`src/rtl/imc_sequencer.sv`:
```
// IMC instruction sequencer: buffers instructions in a small FIFO and expands each one
// into a multi-cycle command sequence for the memristive array controller.
module imc_sequencer #(
    parameter int INSTRUCTION_SIZE = 32,
    parameter int DATA_MEM_SIZE    = 16,
    parameter int ADDR_MEM_SIZE    = 4,
    parameter int INSTR_DEPTH      = 4
) (
    input  logic                              clk,
    input  logic                              rst,
    input  logic                              instr_valid,
    output logic                              instr_ready,
    input  logic [INSTRUCTION_SIZE-1:0]       instruction,
    output logic                              CS,
    output logic                              WE,
    output logic                              OE,
    output logic [ADDR_MEM_SIZE-1:0]          ADDR_MEM1,
    output logic [ADDR_MEM_SIZE-1:0]          ADDR_MEM2,
    output logic [ADDR_MEM_SIZE-1:0]          ADDR_MEM3,
    output logic [DATA_MEM_SIZE-1:0]          DATA_TO_MEM,
    input  logic [DATA_MEM_SIZE-1:0]          DATA_FROM_MEM,
    output logic [DATA_MEM_SIZE-1:0]          SAEN,
    output logic                              EXECUTE_MIG,
    output logic                              EXECUTE_MAGIC,
    output logic                              EXECUTE_IMPLY,
    output logic                              EXECUTE_BITWISE,
    output logic [1:0]                        exec_logical_bitwise,
    output logic [DATA_MEM_SIZE-1:0]          rd_data,
    output logic                              rd_valid,
    output logic                              op_done,
    output logic                              busy,
    output logic [2:0]                        dbg_state_o,
    output logic [$clog2(INSTR_DEPTH):0]      dbg_count_o
);

    localparam int W  = INSTRUCTION_SIZE;
    localparam int D  = DATA_MEM_SIZE;
    localparam int A  = ADDR_MEM_SIZE;
    localparam int PW = $clog2(INSTR_DEPTH);
    localparam int CW = PW + 1;

    localparam int F1_HI = W - 4;
    localparam int F2_HI = W - 4 - A;
    localparam int F3_HI = W - 4 - 2 * A;

    localparam logic [2:0] S_IDLE = 3'd0;
    localparam logic [2:0] S_RD   = 3'd1;
    localparam logic [2:0] S_WAIT = 3'd2;
    localparam logic [2:0] S_WR   = 3'd3;
    localparam logic [2:0] S_EXEC = 3'd4;

    localparam logic [1:0] OP_MIG   = 2'b00;
    localparam logic [1:0] OP_MAGIC = 2'b01;
    localparam logic [1:0] OP_IMPLY = 2'b10;

    // Handshake: a word is accepted on a rising edge where instr_valid && instr_ready.
    // instr_ready depends only on the stored count, so a pop in the same cycle never
    // reopens a full FIFO.
    logic [W-1:0]  fifo_mem_q [INSTR_DEPTH];
    logic [PW-1:0] wr_ptr_q, rd_ptr_q;
    logic [CW-1:0] count_q;
    logic          push, pop;
    logic [W-1:0]  head;

    logic [2:0]    state_q, state_d;
    logic [W-1:0]  instr_q, instr_d;

    logic          cs_q, cs_d, we_q, we_d, oe_q, oe_d;
    logic [A-1:0]  addr1_q, addr1_d, addr2_q, addr2_d, addr3_q, addr3_d;
    logic [D-1:0]  dout_q, dout_d;
    logic [D-1:0]  saen_q, saen_d;
    logic          ex_mig_q, ex_mig_d, ex_magic_q, ex_magic_d;
    logic          ex_imply_q, ex_imply_d, ex_bw_q, ex_bw_d;
    logic [1:0]    func_q, func_d;
    logic [D-1:0]  rd_data_q, rd_data_d;
    logic          rd_valid_q, rd_valid_d;
    logic          op_done_q, op_done_d;

    logic [W-1:0]  cur;
    logic [1:0]    op;
    logic          sub;
    logic [A-1:0]  f1, f2, f3;
    logic [D-1:0]  data_f;
    logic [1:0]    func;
    logic          unused_instr_bits;

    assign instr_ready = (count_q != CW'(INSTR_DEPTH));
    assign push        = instr_valid && instr_ready;
    assign pop         = (state_q == S_IDLE) && (count_q != '0);
    assign head        = fifo_mem_q[rd_ptr_q];

    always_ff @(posedge clk) begin
        if (push) begin
            fifo_mem_q[wr_ptr_q] <= instruction;
        end
    end

    always_ff @(posedge clk or negedge rst) begin
        if (!rst) begin
            wr_ptr_q <= '0;
            rd_ptr_q <= '0;
            count_q  <= '0;
        end else begin
            if (push) begin
                wr_ptr_q <= wr_ptr_q + PW'(1);
            end
            if (pop) begin
                rd_ptr_q <= rd_ptr_q + PW'(1);
            end
            case ({push, pop})
                2'b10:   count_q <= count_q + CW'(1);
                2'b01:   count_q <= count_q - CW'(1);
                default: count_q <= count_q;
            endcase
        end
    end

    // In IDLE the op being launched is still at the FIFO head; afterwards it lives in instr_q.
    assign cur    = (state_q == S_IDLE) ? head : instr_q;
    assign op     = cur[W-1 -: 2];
    assign sub    = cur[W-3];
    assign f1     = cur[F1_HI -: A];
    assign f2     = cur[F2_HI -: A];
    assign f3     = cur[F3_HI -: A];
    assign data_f = cur[F2_HI -: D];
    assign func   = cur[1:0];
    assign unused_instr_bits = ^cur;

    // Next-cycle command values; every output is a register loaded from these.
    always_comb begin
        state_d    = state_q;
        instr_d    = instr_q;
        cs_d       = 1'b1;
        we_d       = 1'b1;
        oe_d       = 1'b1;
        saen_d     = '0;
        addr1_d    = addr1_q;
        addr2_d    = addr2_q;
        addr3_d    = addr3_q;
        dout_d     = dout_q;
        ex_mig_d   = 1'b0;
        ex_magic_d = 1'b0;
        ex_imply_d = 1'b0;
        ex_bw_d    = 1'b0;
        func_d     = 2'b00;
        rd_data_d  = rd_data_q;
        rd_valid_d = 1'b0;
        op_done_d  = 1'b0;

        case (state_q)
            S_IDLE: begin
                if (pop) begin
                    instr_d = head;
                    case (op)
                        OP_MIG: begin
                            ex_mig_d = 1'b1;
                            addr1_d  = f1;
                            if (sub) begin
                                state_d   = S_WR;
                                cs_d      = 1'b0;
                                we_d      = 1'b0;
                                dout_d    = data_f;
                                op_done_d = 1'b1;
                            end else begin
                                state_d = S_RD;
                                cs_d    = 1'b0;
                                oe_d    = 1'b0;
                                saen_d  = '1;
                            end
                        end
                        OP_MAGIC: begin
                            state_d    = S_EXEC;
                            ex_magic_d = 1'b1;
                            cs_d       = 1'b0;
                            we_d       = 1'b0;
                            addr1_d    = f1;
                            addr2_d    = f2;
                            addr3_d    = f3;
                            op_done_d  = 1'b1;
                        end
                        OP_IMPLY: begin
                            state_d    = S_RD;
                            ex_imply_d = 1'b1;
                            cs_d       = 1'b0;
                            oe_d       = 1'b0;
                            saen_d     = '1;
                            addr1_d    = f1;
                            if (!sub) begin
                                addr2_d = f2;
                            end
                        end
                        default: begin
                            state_d = S_RD;
                            ex_bw_d = 1'b1;
                            func_d  = func;
                            cs_d    = 1'b0;
                            oe_d    = 1'b0;
                            saen_d  = '1;
                            addr1_d = f1;
                            addr2_d = f2;
                        end
                    endcase
                end
            end

            S_RD: begin
                case (op)
                    OP_MIG: begin
                        state_d  = S_WAIT;
                        ex_mig_d = 1'b1;
                    end
                    OP_IMPLY: begin
                        ex_imply_d = 1'b1;
                        if (sub) begin
                            state_d = S_WAIT;
                        end else begin
                            state_d   = S_WR;
                            cs_d      = 1'b0;
                            we_d      = 1'b0;
                            addr2_d   = f2;
                            op_done_d = 1'b1;
                        end
                    end
                    OP_MAGIC: begin
                        state_d = S_IDLE;
                    end
                    default: begin
                        state_d = S_WAIT;
                        ex_bw_d = 1'b1;
                        func_d  = func;
                    end
                endcase
            end

            // Read data is valid during WAIT and is captured on the edge that ends it.
            S_WAIT: begin
                case (op)
                    OP_MIG: begin
                        state_d    = S_IDLE;
                        rd_data_d  = DATA_FROM_MEM;
                        rd_valid_d = 1'b1;
                        op_done_d  = 1'b1;
                    end
                    OP_IMPLY: begin
                        state_d    = S_WR;
                        ex_imply_d = 1'b1;
                        cs_d       = 1'b0;
                        we_d       = 1'b0;
                        addr3_d    = f2;
                        dout_d     = DATA_FROM_MEM;
                        op_done_d  = 1'b1;
                    end
                    OP_MAGIC: begin
                        state_d = S_IDLE;
                    end
                    default: begin
                        state_d   = S_WR;
                        ex_bw_d   = 1'b1;
                        func_d    = func;
                        cs_d      = 1'b0;
                        we_d      = 1'b0;
                        addr3_d   = f3;
                        dout_d    = DATA_FROM_MEM;
                        op_done_d = 1'b1;
                    end
                endcase
            end

            default: begin
                state_d = S_IDLE;
            end
        endcase
    end

    always_ff @(posedge clk or negedge rst) begin
        if (!rst) begin
            state_q    <= S_IDLE;
            instr_q    <= '0;
            cs_q       <= 1'b1;
            we_q       <= 1'b1;
            oe_q       <= 1'b1;
            addr1_q    <= '0;
            addr2_q    <= '0;
            addr3_q    <= '0;
            dout_q     <= '0;
            saen_q     <= '0;
            ex_mig_q   <= 1'b0;
            ex_magic_q <= 1'b0;
            ex_imply_q <= 1'b0;
            ex_bw_q    <= 1'b0;
            func_q     <= 2'b00;
            rd_data_q  <= '0;
            rd_valid_q <= 1'b0;
            op_done_q  <= 1'b0;
        end else begin
            state_q    <= state_d;
            instr_q    <= instr_d;
            cs_q       <= cs_d;
            we_q       <= we_d;
            oe_q       <= oe_d;
            addr1_q    <= addr1_d;
            addr2_q    <= addr2_d;
            addr3_q    <= addr3_d;
            dout_q     <= dout_d;
            saen_q     <= saen_d;
            ex_mig_q   <= ex_mig_d;
            ex_magic_q <= ex_magic_d;
            ex_imply_q <= ex_imply_d;
            ex_bw_q    <= ex_bw_d;
            func_q     <= func_d;
            rd_data_q  <= rd_data_d;
            rd_valid_q <= rd_valid_d;
            op_done_q  <= op_done_d;
        end
    end

    assign CS                   = cs_q;
    assign WE                   = we_q;
    assign OE                   = oe_q;
    assign ADDR_MEM1            = addr1_q;
    assign ADDR_MEM2            = addr2_q;
    assign ADDR_MEM3            = addr3_q;
    assign DATA_TO_MEM          = dout_q;
    assign SAEN                 = saen_q;
    assign EXECUTE_MIG          = ex_mig_q;
    assign EXECUTE_MAGIC        = ex_magic_q;
    assign EXECUTE_IMPLY        = ex_imply_q;
    assign EXECUTE_BITWISE      = ex_bw_q;
    assign exec_logical_bitwise = func_q;
    assign rd_data              = rd_data_q;
    assign rd_valid             = rd_valid_q;
    assign op_done              = op_done_q;
    assign busy                 = (state_q != S_IDLE) || (count_q != '0);
    assign dbg_state_o          = state_q;
    assign dbg_count_o          = count_q;

endmodule
```
`config.mk`:
```
export PLATFORM = sky130hd
export DESIGN_NAME = imc_sequencer
export DESIGN_NICKNAME = d
export VERILOG_FILES = /design/src/rtl/imc_sequencer.sv
export SDC_FILE = /design/constraint.sdc
export NUM_CORES = 1
export LEC_CHECK = 0
export ABC_AREA = 0
export CAP_MARGIN = 5
export CORE_MARGIN = 5
export CORE_UTILIZATION = 25
export DETAILED_ROUTE_END_ITERATION = 7
export PLACE_DENSITY = 0.52
export SYNTH_ARGS = -nofsm -noshare
export SYNTH_HDL_FRONTEND = slang
export SYNTH_SLANG_ARGS = --single-unit
```
`constraint.sdc`:
```
create_clock -name clk -period 2.81 [get_ports clk]
set_clock_uncertainty 0.15 [all_clocks]
set_input_delay 0.562 -clock clk [delete_from_list [all_inputs] [get_ports clk]]
set_output_delay 0.562 -clock clk [all_outputs]
set_load 0.005 [all_outputs]
```
Word level (Yosys, flattened, before mapping)
Memory sizes are Yosys's and may differ from the RTL's.
Cells that the tools add are included.
{"block": "op_classes", "n_eq_ne": 14, "reduce_logical": 18, "n_mux": 61, "addsub": 4}
{"op": "16-bit two-way mux", "n": 7}
{"op": "16-bit case mux with 2 select lines", "n": 2}
{"op": "32-bit two-way mux", "n": 1}
{"op": "4-bit case mux with 2 select lines", "n": 4}
{"op": "1-bit two-way mux", "n": 24}
{"op": "4-bit two-way mux", "n": 5}
{"op": "3-bit case mux with 2 select lines", "n": 2}
{"op": "2-bit inequality test, second input constant", "n": 5}
{"op": "1-bit case mux with 2 select lines", "n": 5}
{"op": "1-bit case mux with 3 select lines", "n": 3}
{"op": "3-bit case mux with 3 select lines", "n": 1}
{"op": "2-bit two-way mux", "n": 4}
{"op": "2-bit case mux with 2 select lines", "n": 2}
{"op": "4-bit AND reduction", "n": 2}
{"op": "2-bit nonzero test", "n": 3}
{"op": "3-bit nonzero test", "n": 2}
{"op": "5-bit AND reduction", "n": 1}
{"op": "2-bit by 1-bit adder with 2-bit output, second input constant", "n": 2}
{"op": "2-bit by 1-bit equality test with 1-bit output, second input constant", "n": 2}
{"op": "2-bit equality test, second input constant", "n": 2}
{"op": "2-bit by 1-bit inequality test with 1-bit output, second input constant", "n": 2}
{"op": "2-bit AND reduction", "n": 2}
{"op": "2-bit OR reduction", "n": 2}
{"op": "3-bit by 1-bit adder with 3-bit output, second input constant", "n": 1}
{"op": "other kinds (10)", "n": 11}
{"block": "totals", "elab_cells": 119, "regBits": 113, "inputBits": 51, "out_inout_bits": 79, "ramBits": 128, "memories": 1}
{"name": "fifo_mem_q", "words": 4, "width": 32, "read_ports": 1, "rd_ports_with_merged_regs": 0, "write_ports": 1, "line_no": "59", "text": "logic [W-1:0] fifo_mem_q [INSTR_DEPTH];"}

Depth between registers and ports, before layout
Gate-level depths: netlist of the first run.
{"block": "depth", "word_depth": 7, "depth_mapped": 13, "ltp_nobuf": 10}

Worst setup path before layout of the first run
OpenSTA, ideal clock, no wires.
{"block": "synth_path", "kind": "register to register", "start": "reg rd_ptr_q[1]", "end": "reg dout_q[10], in the netlist DATA_TO_MEM[10]", "path_slack_ns": -0.260, "t_required_ns": 2.535, "n_path_buf": 4, "arrival_time_ns": 2.794, "path_stages_with_launch": 11, "setup_ns": 0.125, "period_less_slack_ns": 3.070, "path_cell_list": "dfrtp_1 -> clkbuf_1 -> clkbuf_1 -> mux4_2 -> mux2i_1 -> ha_1 -> nor2_1 -> a32o_1 -> buf_6 -> buf_12 -> mux2_4"}
{"block": "synth_via", "elab_chain_len": 6}
{"item": "start: declaration", "line_no": "60", "text": "logic [PW-1:0] wr_ptr_q, rd_ptr_q;"}
{"item": "start signal: assignment", "line_no": "108", "text": "rd_ptr_q <= rd_ptr_q + PW'(1);"}
{"item": "memory 4 x 32 bit *"}
{"item": "32-bit two-way mux *", "line_no": "119", "text": "assign cur = (state_q == S_IDLE) ? head : instr_q;"}
{"item": "2-bit by 1-bit equality test with 1-bit output (tied with other cells)", "line_no": "237", "text": "case (op)"}
{"item": "2-bit OR reduction (no line) / 16-bit two-way mux (equally long branches)"}
{"item": "2-bit inequality test (no line) / 16-bit two-way mux (equally long branches)"}
{"item": "5-bit AND reduction (no line) / 16-bit case mux with 2 select lines (equally long branches)"}
{"item": "end signal: assignment", "line_no": "304", "text": "dout_q <= dout_d;"}
{"item": "end: declaration", "line_no": "70", "text": "logic [D-1:0] dout_q, dout_d;"}
Every way passes the cells marked *; elsewhere a longest branch is shown, timed or not. The select of a mux whose other input is x is not followed.
A chain may end at the register's enable or synchronous reset.

Worst setup path after layout of the first run
{"block": "layout_path", "start": "reg rd_ptr_q[0]", "end": "reg dout_q[9], in the netlist DATA_TO_MEM[9]"}
The elaborated chain is that of the path after synthesis.

==> results of run 1 <==
sequential cells by signal, indices dropped and copies added, names as in the netlist, 2 cells and up:
register	flops
ADDR_MEM1	4
ADDR_MEM2	4
ADDR_MEM3	4
DATA_TO_MEM	16
dbg_count_o	3
dbg_state_o	3
exec_logical_bitwise	2
fifo_mem_q	100
instr_q	21
rd_data	16
rd_ptr_q	2
wr_ptr_q	2
cell usage in the layout (no fill, tap or decap), types with 2 or more instances in the layout:
cell,Yosys,final
clkdlybuf4s50_1,0,121
edfxtp_1,100,100
nand2_1,97,97
dfrtp_1,84,83
mux2_2,27,27
buf_4,15,24
mux4_2,22,22
a22oi_1,17,17
clkbuf_16,0,17
inv_1,14,14
nor2_1,12,11
and2_1,10,10
mux2_4,10,10
nand3_1,9,9
ha_1,10,7
inv_8,0,7
and3_1,6,6
o21ai_0,6,6
a21o_1,5,5
mux2_1,4,4
xnor2_1,4,4
dfstp_2,3,3
nand2b_1,3,3
mux2i_1,5,3
mux4_1,3,3
ha_2,0,3
inv_6,0,3
nor3_4,1,2
mux2i_4,0,2
a21oi_1,3,2
nor3b_1,3,2
o21ai_1,2,2
nor3_1,2,2
xor2_1,2,2
o211ai_1,2,2
clkinv_4,0,2
clkinvlp_4,0,2
buf_12,1,2
metrics by stage:
step                cells  hold WS [ps]  total power, W
floorplan             524           116         0.00768
CTS                  1054          5.69          0.0122
detailed placement   1023           312         0.00986
finish               1056         -11.2          0.0121
global route         1056          25.3          0.0130
global placement     1023           305         0.00980
how the worst max path moves through the flow:
| stage | from | slack (ps) | endpoint |
|---|---|---|---|
| final | rd_ptr_q[0] | 180 | DATA_TO_MEM[9] |
| after CTS | dbg_state_o[1] | 50 | busy |
| after global routing | rd_ptr_q[0] | 30 | DATA_TO_MEM[6] |
| after global placement | rd_ptr_q[0] | 100 | ADDR_MEM2[2] |
| after floorplan | dbg_state_o[2] | -4 | dbg_count_o[2] |
| after detailed placement | rd_ptr_q[0] | 70 | ADDR_MEM2[1] |
what timing repair did:
action	in CTS	in global routing
endpoints found under the hold margin	0	0
gates resized for setup	1	4
pin swaps	0	1
buffers inserted	0	2
endpoints found under the setup margin	1	22
area by class of cell:
type,instances,area (sq um),area share
Inverter,14,52.6,0.00520
Clock buffer,17,425,0.0421
Timing Repair Buffer,148,1440,0.143
Clock inverter,14,138,0.0136
Tap cell,396,495,0.0490
Sequential cell,187,5180,0.513
Multi-Input combinational cell,280,2370,0.234
report_power, final:
part           leakage, nW  switching, W  internal [W]
sequential            1.98      0.000453       0.00387
clock                0.274       0.00115       0.00118
combinational         1.69       0.00261       0.00279
total                 3.94       0.00422       0.00784
layer usage:
| metal | up-vias | routed length, um |
|---|---|---|
| met1 | 2214 | 8080 |
| met2 | 88 | 8900 |
| met4 | 8 | 162 |
| li1 | 2132 | - |
| met3 | 21 | 1130 |
| met5 | - | 47 |
cells by family after synthesis:
kind of cell / share of synthesized area
buffers and inverters: 0.0396
and+or+nand+nor: 0.0848
DFF: 0.664
muxes: 0.144
xor gates and xnor gates: 0.00673
adders and majority gates: 0.0186
AOI/OAI and AO/OA: 0.0423
==> results.json, run 1 <==
{
  "status": "complete, but fails checks",
  "violations": "hold timing",
  "seq_area_frac_synth": 0.664,
  "yosys_register_bits": 187,
  "synthDistinctLibCells": 49,
  "numCtsBuffers": 17,
  "slowest_stage": "mux4_2",
  "fp.dieW_um": 187,
  "design.core.area_sq_um": 30700,
  "cp_max_fo": 9,
  "busiest_layer": "met2",
  "grt_pass1_wl_mm": 28.9,
  "syn_inst": 524,
  "drt_iter0_drc": 166,
  "gp_congestion": 0.762,
  "synth_area_sq_um": 7810,
  "synth_commonest_cells": "edfxtp_1, nand2_1, dfrtp_1",
  "hold_class": "in -> async",
  "vias": 4463,
  "grt_max_degree": 46,
  "drtPass1Iterations": 4,
  "syn_nets": 586,
  "peakVddDrop_uv": 436,
  "cp_cell_sequence": "mux4_2 > mux2i_4 > inv_1 > ha_2 > nor2_2 > a32o_1 > buf_4 > mux2_4",
  "antenna_found_initial": 4,
  "synth_enable_flop_cells": 100,
  "fp.dieH_um": 187,
  "cts-root-buf": "clkbuf_16",
  "grt_usage": 0.107,
  "cts_max_path_buffers": 2,
  "slowest_delay_ps": 570,
  "use_met1": 0.137,
  "fin_ws_ps": 179,
  "start_kind": "flop",
  "slew_viol_final": 0,
  "dpl_cell_area_sq_um": 9500,
  "r2r_slack_ps": 180,
  "rr_startpoint": "rd_ptr_q[0]",
  "yosysTopAreaCell": "edfxtp_1",
  "slew_headroom": 0.581,
  "clock_latency_ps": 430,
  "r2r_end": "DATA_TO_MEM[9]",
  "crit_buf_inv": 2,
  "wl_mm": 18.3,
  "rows": 64,
  "tritoncts": "yes",
  "start_util": 0.254,
  "postLayoutCellArea_sq_um": 10100,
  "fin_crit_ps": 2630,
  "cts_hold_buf": 0,
  "avgViaCountPerCell": 4.23,
  "max_freq_mhz": 380,
  "ys.flop_type": "edfxtp_1",
  "ant_nets": 0,
  "place_hpwl_mm": 12.8,
  "grt_pass1_vias": 4778,
  "rsz0062_at_grt": "no",
  "timing.hold.ws_ps": -11.2,
  "path_clk_slew_ps": 70,
  "io_pins": 130,
  "drive_above_1_share": 0.205,
  "cap_violations": 0,
  "crit_family": "multiplexers",
  "yosys_warnings": 0,
  "synth-async-reset-ratio": 0.465,
  "fin_tns_setup_ps": 0,
  "wl_per_cell_um": 17.4,
  "htree_levels": 4,
  "fill_cells": 3089,
  "postLayoutCoreUtil": 0.329,
  "yosysMostFrequentCell": "edfxtp_1",
  "place_ws_ps": 70.0,
  "synth_area_per_cell_sq_um": 14.9,
  "route.detailed.drc": 0,
  "io_buffers": 122,
  "n_antenna_cell": 0,
  "p_per_area_nw_per_um2": 1190,
  "tightest_slew_ps": 629,
  "crit_type": "reg -> reg",
  "syn2layout_area_growth_pct": 29.5,
  "grt_use_met2": 0.173,
  "fin_nets": 710,
  "overflow": 0,
  "setup_viol": 0,
  "grtUsageMet3": 0.0385,
  "dieArea_sq_um": 34900,
  "synth_area_leaders": "edfxtp_1, dfrtp_1, mux4_2, nand2_1, mux2_2",
  "yosysTopAreaCellShare": 0.385,
  "worstPathRequired_ps": 2980,
  "total_leakage_power_nw": 3.94,
  "crit_arrival_ps": 2800,
  "worst-path-stages": 8,
  "numClockSinks": 187,
  "r2r_cells": 8,
  "period_share": 0.936,
  "hold_viol": 4,
  "end_kind": "flop"
}
No activity file was read; power rests on OpenSTA's default activity.
==> run 2, diff against run 1 <==
- RECOVER_POWER: default -> 100
==> results.json, run 2 (synthesized netlist as in run 1, its figures left out) <==
{
  "status": "finished clean",
  "fin_cells": 1056,
  "dieArea_sq_um": 34900,
  "cts-root-buf": "clkbuf_16",
  "avgViaCountPerCell": 4.24,
  "p_total_w": 0.0118,
  "place_hpwl_mm": 12.8,
  "total_leakage_power_nw": 4.01,
  "reg.largest.list": "fifo_mem_q (100), instr_q (21)",
  "period_share": 0.945,
  "largest_reg_flops": 100,
  "grt_max_degree": 46,
  "drtPass1Iterations": 4,
  "hold_viol": 0,
  "numClockSinks": 187,
  "fill_cells": 3093,
  "path_clk_slew_ps": 70,
  "antenna_found_initial": 6,
  "placed_cells": 1023,
  "postLayoutCellArea_sq_um": 10100,
  "n_antenna_cell": 0,
  "gp_congestion": 0.762,
  "io_buffers": 122,
  "fin_tns_setup_ps": 0,
  "overflow": 0,
  "grt_pass1_wl_mm": 28.9,
  "fp.dieW_um": 187,
  "timing.hold.ws_ps": 218,
  "setup_viol": 0,
  "numCtsBuffers": 17,
  "crit_arrival_ps": 2820,
  "grt_usage": 0.107,
  "clock_latency_ps": 430,
  "htree_levels": 4,
  "ant_nets": 0,
  "hold_class": "in -> async",
  "final_cell_mix": "edfxtp_1, dlygate4sd3_1, nand2_1, dfrtp_1, mux2_2",
  "cts_hold_buf": 0,
  "slew_viol_final": 0,
  "rows": 64,
  "peakVddDrop_uv": 433,
  "grt_pass1_vias": 4778,
  "start_kind": "flop",
  "wl_mm": 18.3,
  "regMostFlops": "fifo_mem_q",
  "cts_max_path_buffers": 2,
  "end_kind": "flop",
  "multi_input_area_sq_um": 2360,
  "wl_per_cell_um": 17.3,
  "cp_max_fo": 9,
  "fin_crit_ps": 2660,
  "syn2layout_area_growth_pct": 28.8,
  "design.core.area_sq_um": 30700,
  "crit_type": "reg -> reg",
  "fin_nets": 710,
  "slew_headroom": 0.202,
  "max_freq_mhz": 376,
  "tightest_slew_ps": 1200,
  "tritoncts": "yes",
  "route.detailed.drc": 0,
  "regArea_sq_um": 5180,
  "io_pins": 130,
  "rsz0062_at_grt": "no",
  "drive_above_1_share": 0.200,
  "drt_iter0_drc": 163,
  "start_util": 0.254,
  "cap_violations": 0,
  "worstPathRequired_ps": 2970,
  "dpl_cell_area_sq_um": 9500,
  "p_per_area_nw_per_um2": 1170,
  "vias": 4478,
  "fp.dieH_um": 187
}
## run 2: changes by cell type in the layout (fill, tap and decap cells not counted), sizes merged
cell	delta
clkdlybuf4s50	-100
dlygate4sd3	+100
buf	-14
clkbuf	+14
## run 2: critical path: stages (launching register included)
cell and delay (ps):
dfrtp_2 430, mux4_2 570, mux2i_4 190, inv_1 110, ha_2 200, nor2_2 130
a32o_1 190, buf_4 240, mux2_1 340
## run 2: where the power goes
group | internal [W] | leakage [nW] | switching (W)
registers | 0.00387 | 1.98 | 0.000431
clock network | 0.00118 | 0.274 | 0.00115
logic | 0.00255 | 1.76 | 0.00261
## run 2: final timing paths
| check | from | to | slack [ps] | depth (start not counted) |
|---|---|---|---|---|
| worst max-delay path | rd_ptr_q[0] | DATA_TO_MEM[9] | 150 | 8 |
| worst min-delay path | rst | ADDR_MEM1[3] | 220 | 1 |
| worst max register to register | rd_ptr_q[0] | DATA_TO_MEM[9] | 150 | 8 |
| worst min register to register | instr_q[29] | instr_q[29] | 330 | 2 |
| max in group asynchronous | rst | rd_data[5] | 830 | 2 |
| min in group clk | instr_q[29] | instr_q[29] | 330 | 2 |
## run 2: cell type report
type / instances / share of cell area
clock inverter: 14 / 0.0137
timing repair buffer: 148 / 0.139
tap: 396 / 0.0493
inverter: 14 / 0.00523
multi-input combinational: 280 / 0.235
sequential: 187 / 0.516
clock buffer: 17 / 0.0423
## run 2: through the flow
| step | util | setup slack [ps] |
|---|---|---|
| floorplan | - | -3.94 |
| CTS | 0.327 | 49.6 |
| global route | 0.327 | 16.3 |
| finish | 0.327 | 154 |
| global placement | 0.309 | 102 |
| detailed placement | 0.309 | 70.0 |
## run 2: timing repair
action	CTS	global route
pin swaps	0	1
endpoints found under the hold margin	0	0
endpoints found under the setup margin	1	22
buffers inserted	0	2
gates resized for setup	1	4
## run 2: per-layer routing
metal | wire length (um) | GRT usage | vias to the layer above
met5 | 75 | 0 | -
met4 | 117 | 0.0273 | 12
met3 | 1080 | 0.0385 | 22
met2 | 8910 | 0.173 | 88
met1 | 8120 | 0.137 | 2227
li1 | - | - | 2129
